==> config.mk <==
export PLATFORM = sky130hd
export DESIGN_NAME = uart_transmitter
export DESIGN_NICKNAME = d
export VERILOG_FILES = /design/src/rtl/uart_transmitter.sv
export SDC_FILE = /design/constraint.sdc
export NUM_CORES = 1
export LEC_CHECK = 0
export CAP_MARGIN = 10
export CORE_MARGIN = 2
export CORE_UTILIZATION = 53
export CTS_CLUSTER_SIZE = 12
export DETAILED_ROUTE_END_ITERATION = 10
export GPL_ROUTABILITY_DRIVEN = 0
export PLACE_DENSITY = 0.84
export RECOVER_POWER = 25
export SLEW_MARGIN = 5
export SYNTH_ARGS = -nofsm -noshare
export SYNTH_HDL_FRONTEND = slang
export SYNTH_SLANG_ARGS = --single-unit
==> constraint.sdc <==
create_clock -name clk -period 4.6 [get_ports clk]
set_input_delay 1.38 -clock clk [delete_from_list [all_inputs] [get_ports clk]]
set_output_delay 1.38 -clock clk [all_outputs]
set_load 0.01 [all_outputs]
==> src/rtl/uart_transmitter.sv <==
// Purpose : serialises an M-bit word onto a UART line (start 0, M data bits LSB first,
//           optional even-parity bit, stop 1), each bit held CLKS_PER_BIT clocks.
// Latency : first start-bit cycle follows the accepting edge; frame is (M+2)*C clocks,
//           or (M+3)*C when built with UART_TX_PARITY_EN defined (parity bit after data).
// Backpressure: start_in is accepted only while busy_out==0; requests while busy are dropped.
//
// Ports:
//   clk      - system clock, rising edge
//   reset    - synchronous active-high reset
//   data_in  - word to send, sampled only on an accepted start
//   start_in - send request
//   bit_out  - registered serial line, idles high
//   busy_out - high for the whole frame (cycle after acceptance to last stop cycle)
//   done_out - one-cycle pulse in the cycle the block returns to idle
module uart_transmitter #(
  parameter int M            = 8,
  parameter int CLKS_PER_BIT = 4
) (
  input  logic         clk,
  input  logic         reset,
  input  logic [M-1:0] data_in,
  input  logic         start_in,
  output logic         bit_out,
  output logic         busy_out,
  output logic         done_out
);

  localparam int CW = (CLKS_PER_BIT > 1) ? $clog2(CLKS_PER_BIT) : 1;
  localparam int IW = (M > 1) ? $clog2(M) : 1;
  localparam logic [CW-1:0] CNT_LAST = CW'(CLKS_PER_BIT - 1);
  localparam logic [IW-1:0] IDX_LAST = IW'(M - 1);

`ifdef UART_TX_PARITY_EN
  typedef enum logic [2:0] {S_IDLE, S_START, S_DATA, S_PARITY, S_STOP} state_t;
`else
  typedef enum logic [2:0] {S_IDLE, S_START, S_DATA, S_STOP} state_t;
`endif

  state_t         r_state, w_state_nxt;
  logic [CW-1:0]  r_cnt, w_cnt_nxt;
  logic [IW-1:0]  r_idx, w_idx_nxt;
  logic [M-1:0]   r_shift, w_shift_nxt;
  logic           r_bit, w_bit_nxt;
  logic           r_busy, w_busy_nxt;
  logic           r_done, w_done_nxt;
  logic           w_bit_last;
`ifdef UART_TX_PARITY_EN
  logic           r_par, w_par_nxt;
`endif

  assign w_bit_last = (r_cnt == CNT_LAST);

  always_comb begin
    w_state_nxt = r_state;
    w_cnt_nxt   = r_cnt + CW'(1);
    w_idx_nxt   = r_idx;
    w_shift_nxt = r_shift;
    w_done_nxt  = 1'b0;
`ifdef UART_TX_PARITY_EN
    w_par_nxt   = r_par;
`endif
    case (r_state)
      S_IDLE: begin
        w_cnt_nxt = '0;
        if (start_in) begin
          w_shift_nxt = data_in;
`ifdef UART_TX_PARITY_EN
          w_par_nxt   = ^data_in;
`endif
          w_state_nxt = S_START;
        end
      end
      S_START: begin
        if (w_bit_last) begin
          w_cnt_nxt   = '0;
          w_state_nxt = S_DATA;
        end
      end
      S_DATA: begin
        if (w_bit_last) begin
          w_cnt_nxt   = '0;
          w_shift_nxt = r_shift >> 1;
          if (r_idx == IDX_LAST) begin
            w_idx_nxt = '0;
`ifdef UART_TX_PARITY_EN
            w_state_nxt = S_PARITY;
`else
            w_state_nxt = S_STOP;
`endif
          end else begin
            w_idx_nxt = r_idx + IW'(1);
          end
        end
      end
`ifdef UART_TX_PARITY_EN
      S_PARITY: begin
        if (w_bit_last) begin
          w_cnt_nxt   = '0;
          w_state_nxt = S_STOP;
        end
      end
`endif
      S_STOP: begin
        if (w_bit_last) begin
          w_cnt_nxt   = '0;
          w_state_nxt = S_IDLE;
          w_done_nxt  = 1'b1;
        end
      end
      default: begin
        w_cnt_nxt   = '0;
        w_state_nxt = S_IDLE;
      end
    endcase

    // The line is decoded from the next state so bit_out stays a pure register
    // yet changes on the same edge the state does.
    case (w_state_nxt)
      S_START:  w_bit_nxt = 1'b0;
      S_DATA:   w_bit_nxt = w_shift_nxt[0];
`ifdef UART_TX_PARITY_EN
      S_PARITY: w_bit_nxt = w_par_nxt;
`endif
      default:  w_bit_nxt = 1'b1;
    endcase
    w_busy_nxt = (w_state_nxt != S_IDLE);
  end

  always_ff @(posedge clk) begin
    if (reset) begin
      r_state <= S_IDLE;
      r_cnt   <= '0;
      r_idx   <= '0;
      r_shift <= '0;
      r_bit   <= 1'b1;
      r_busy  <= 1'b0;
      r_done  <= 1'b0;
`ifdef UART_TX_PARITY_EN
      r_par   <= 1'b0;
`endif
    end else begin
      r_state <= w_state_nxt;
      r_cnt   <= w_cnt_nxt;
      r_idx   <= w_idx_nxt;
      r_shift <= w_shift_nxt;
      r_bit   <= w_bit_nxt;
      r_busy  <= w_busy_nxt;
      r_done  <= w_done_nxt;
`ifdef UART_TX_PARITY_EN
      r_par   <= w_par_nxt;
`endif
    end
  end

  assign bit_out  = r_bit;
  assign busy_out = r_busy;
  assign done_out = r_done;

endmodule
# Word level (Yosys, flattened, before mapping)
# Index checks and enable logic that the tools add are counted.
# Widths: inputs -> output; s select.
totals:
  in_bits: 11
  elab_cells: 41
  output_inout_bits: 3
  reg_bits: 19
op_classes:
  n_addsub: 2
  n_reduce_logical: 8
  n_eq_ne: 9
  bitwise: 2
  mux: 12
ops:
  columns: ["cell", "n"]
  rows:
  - ["$mux 3", 6]
  - ["$mux 8", 2]
  - ["$pmux 8 s2", 1]
  - ["$pmux 3 s4", 1]
  - ["$eq 3x2->1 const B", 3]
  - ["$eq 3x1->1 const B", 2]
  - ["$reduce_or 3->1", 2]
  - ["$ne 2x2->1 const B", 2]
  - ["$add 3x1->3 const B", 1]
  - ["$eq 3x3->1 const B", 1]
  - ["$logic_not 3->1", 1]
  - ["$reduce_and 3->1", 1]
  - ["$reduce_bool 3->1", 1]
  - ["$add 2x1->2 const B", 1]
  - ["$eq 2x2->1 const B", 1]
  - ["$not 1->1", 2]
  - ["$pmux 1 s2", 1]
  - ["$reduce_and 2->1", 1]
  - ["$reduce_bool 2->1", 1]
  - ["$reduce_or 2->1", 1]
  - ["$mux 1", 1]

# Longest topological paths before layout
depth:
  ltp_word: 6
  ltp_mapped: 7
  mapped_depth_nobuf: 5

# Worst setup path after synthesis
# No wires, ideal clock.
synth_timing:
  kind: "input-to-reg"
  start: "input port start_in"
  end: "register r_bit, in the netlist bit_out"
  setup_slack_ns: 2.345
  setup_ns: 0.131
  arrival_ns: 2.124
  cell_stages: 4
  t_required_ns: 4.469
  n_path_buf: 0
  path_cell_list: "nor4b_4 a221o_1 a21oi_1 a31oi_2"
synth_via:
  elab_chain_len: 4
  word_cells_on_any_way: 7
  cone_classes: "2 x eq/ne; 5 x mux"
synth_lines:
  columns: ["element", "line", "source"]
  rows:
  - ["from (decl)", "22", "input logic start_in,"]
  - ["$mux 3", "65", "if (start_in) begin"]
  - ["$pmux 3 s4", "62", "case (r_state)"]
  - ["$eq 3x2->1 / $eq 3x1->1 (equally long branches)", "118", "case (w_state_nxt)"]
  - ["$pmux 1 s2 *", "118", null]
  - ["to (signal assigned)", "146", "r_bit <= w_bit_nxt;"]
  - ["to (decl)", "43", "logic r_bit, w_bit_nxt;"]
# Every way passes the cells marked *; elsewhere a longest branch is shown, timed or not. The select of a mux whose other input is x is not followed.
# A chain may end at the register's enable or synchronous reset.

==> results.txt <==
The utilization after layout is 0.649. The worst slack at placement came out at 1.65 ns. The data required time of the critical path came out at 4.77 ns. Clock-pin slew was measured on the worst setup and hold paths at 0.10 ns. The standby leakage power is 0.349 nW. Counting along the longest clock path gives a buffer depth of 2. The largest total area in the synthesized netlist belongs to dfxtp_1. The type of the worst min-delay path is flop to flop. The slew at the pin closest to its max-slew limit is 0.530 ns. The number of standard cells in the layout, taps in and fillers out is 112. The largest voltage drop on the vdd net came out at 0.239 mV. The count of unique library cells instantiated by Yosys is 28. The number of fillers in the final layout is 132. The initial standard-cell utilization of the core came out at 0.552. The number of endpoints failing setup at the final stage is 0. STA classifies the critical path endpoint as a flop. In the final timing run, aggregate negative setup slack is 0 ns. The commonest cells after synthesis are dfxtp_1, nor2_1, a21oi_1. The total power after layout came out at 0.281 mW. After floorplanning, the core was divided into 14 placement rows. The sink count of the clock tree came out at 19. The die covers 1860 um^2. The count of max-cap constraint violations is 0.

The deepest level of the CTS H-tree came out at 1. Across all hold checks on the routed design, the worst slack comes to 0.446 ns. The final critical-path share of the clock period came out at 0.591. During placement, the flow inserted port buffers numbering 13. The overall routing resource usage is 0.171.

The total standard cell area after synthesis is 812 um^2. The clock period could shrink to 2.72 ns. The post-route standard cell area excluding fillers is 955 um^2. The share of synthesized area in the top cell type comes to 0.468.

The initial DRC count came out at 8. The cell with the most instances after synthesis is dfxtp_1. The achievable frequency came out at 368 MHz. The height of the die is 43.1 um. The global routing stage identified its most utilized layer as met2. The max-slew headroom at the worst pin came out at 0.645.

Of the cells placed in the final design, the portion with a size suffix greater than 1 is 0.0833. The share of the Yosys chip area taken by registers is 0.468. Among all flip-flop cells after synthesis, the most frequent one is dfxtp_1. The endpoint arrival time on the critical path came out at 2.89 ns.

After floorplanning, the core was sized to cover 1470 um^2. Synthesis inferred 19 register bits. The count of TritonRoute iterations in the first routing pass is 4. In the routed design, unresolved DRC markers number 0. The setup check on the worst reg-to-reg path leaves a slack of 2.88 ns.

For this run, global-route usage on met3 was measured as 0.0255. The via count of the first global-routing pass came to 558. The clock latency of the later-clocked register in the worst-skew pair came out at 0.29 ns.

The aggregate routed wire length is 1420 um. The number of diodes is 0. The global-route wire length before repair is 2390 um. On the final layout, the worst clock skew is 0.00280 ns. The average via count per standard cell is 5.63. For met2 alone, demand over resource in global routing was 0.272. The post-cts sizing count came out at 0. The final worst setup slack came out at 1.88 ns. Counting flops with an async set or reset pin after synthesis yields a share of 0. The horizontal extent of the die is 43.1 um. Summing all placed instances gives a cell area of 927 um^2.

The startpoint kind of the worst setup timing path is an input pin. The post-route antenna net violation count came out at 0. The number of nets handed over by synthesis was 98. Setup repair after global routing left no endpoint under its margin. The layout overhead on the synthesized area came out at 17.6%. The total global routing overflow came out at 0.

The met1 usage in global routing came out at 0.220. The total power density per cell area came out at 295 nW/um^2. The number of vias after detailed routing is 630. The count of hold-fix buffers inserted at cts came out at 0. Of all nets on the critical path, the largest fanout is 12. In this run the count of I/O pins placed on the die edge is 14. The total CTS buffers came out at 3. Counting flops with a built-in enable in the synthesized netlist gives 0. After technology mapping, the gate count stands at 84. The number of warning messages in the yosys log is 0. The average instance in the mapped netlist occupies 9.67 um^2. The detailed placer's ending HPWL is 1080 um.

The number of placed instances with taps included is 108. The startpoint-to-endpoint class of the critical path is input pin to flop. The net count of the finished layout is 111. In the final routed layout, each cell accounts on average for 12.7 um.

The number of slew-limit violations in the final report came out at 0. The number of buffers inserted by post-CTS setup repair is 0. The flow ran to the end, and the final reports show no timing, DRC or antenna violations. The initial antenna violation count is 0. Entering global routing, the biggest net connects 13 pins. After synthesis, the cell types taking the most area are dfxtp_1, a22oi_1, a21oi_1. The cell sitting at the root of the clock tree is a clkbuf_4.

The clock tree from TritonCTS is done. The final hold violation count came to 0.
final timing paths:
kind / depth (start not counted) / start / endpoint
max: 4 / reset / bit_out
min: 1 / r_cnt[0] / r_cnt[0]
max reg2reg: 6 / r_cnt[0] / r_shift[7]
min reg2reg: 1 / r_cnt[0] / r_cnt[0]
critical path: stages:
cell           delay (ns)
dlygate4sd3_1        0.70
or2_0                0.37
nor4bb_1             0.39
a31oi_2              0.05
power breakdown:
group	internal [mW]	total [mW]	switching (mW)
sequential	0.169	0.173	0.00383
combinational	0.0147	0.0262	0.0115
clock	0.0323	0.0822	0.0499
total	0.216	0.281	0.0652
cell usage in the layout, fill, tap and decap left out:
cell and instances:
or2_0 1, nor4b_4 1, inv_1 1, nor4_1 1, a311oi_1 1, nor2b_1 1
a31oi_2 1, o32ai_1 1, xor2_1 1, nor4b_1 1, nand2b_1 1, a21oi_1 9
nor2_1 11, ha_1 3, conb_1 1, o21a_1 1, nor2_2 1, nor4bb_1 2
nand3_1 1, clkbuf_4 3, a221o_1 1, buf_4 1, clkinv_2 1, dlygate4sd3_1 1
clkdlybuf4s50_1 12, a22oi_1 7, dfxtp_1 19, mux2i_1 3, nand2_1 8
final cells by class:
class / count / area [um^2] / share of cell area
tap: 16 / 20.0 / 0.0210
multi-input combinational: 58 / 385 / 0.404
timing repair buffer: 14 / 138 / 0.144
sequential: 19 / 380 / 0.398
clock inverter: 1 / 5.00 / 0.00524
clock buffer: 3 / 22.5 / 0.0236
inverter: 1 / 3.75 / 0.00393
cell families (layout without fill, tap and decap cells):
logic type                 Yosys count  count (layout)  synth area share
and+or+nand+nor                     29              29             0.197
xor gates and xnor gates             1               1            0.0108
muxes                                3               3            0.0370
AOI/OAI and AO/OA                   21              21             0.179
other                                1               1           0.00462
adders and majority gates            3               3            0.0462
DFF                                 19              19             0.468
buffers and inverters                7              19            0.0570
sequential cells by signal (all words and copies together) (netlist names):
register  cells
done_out      1
r_state       3
r_cnt         2
r_idx         3
bit_out       1
r_shift       8
busy_out      1
routing by layer:
| layer | up-vias | share of wire |
|---|---|---|
| met2 | 7 | 0.50 |
| met5 | - | 0 |
| met3 | 2 | 0.024 |
| met1 | 295 | 0.46 |
| met4 | 0 | 0.0070 |
| li1 | 326 | - |
No activity file was read; power rests on OpenSTA's default activity.
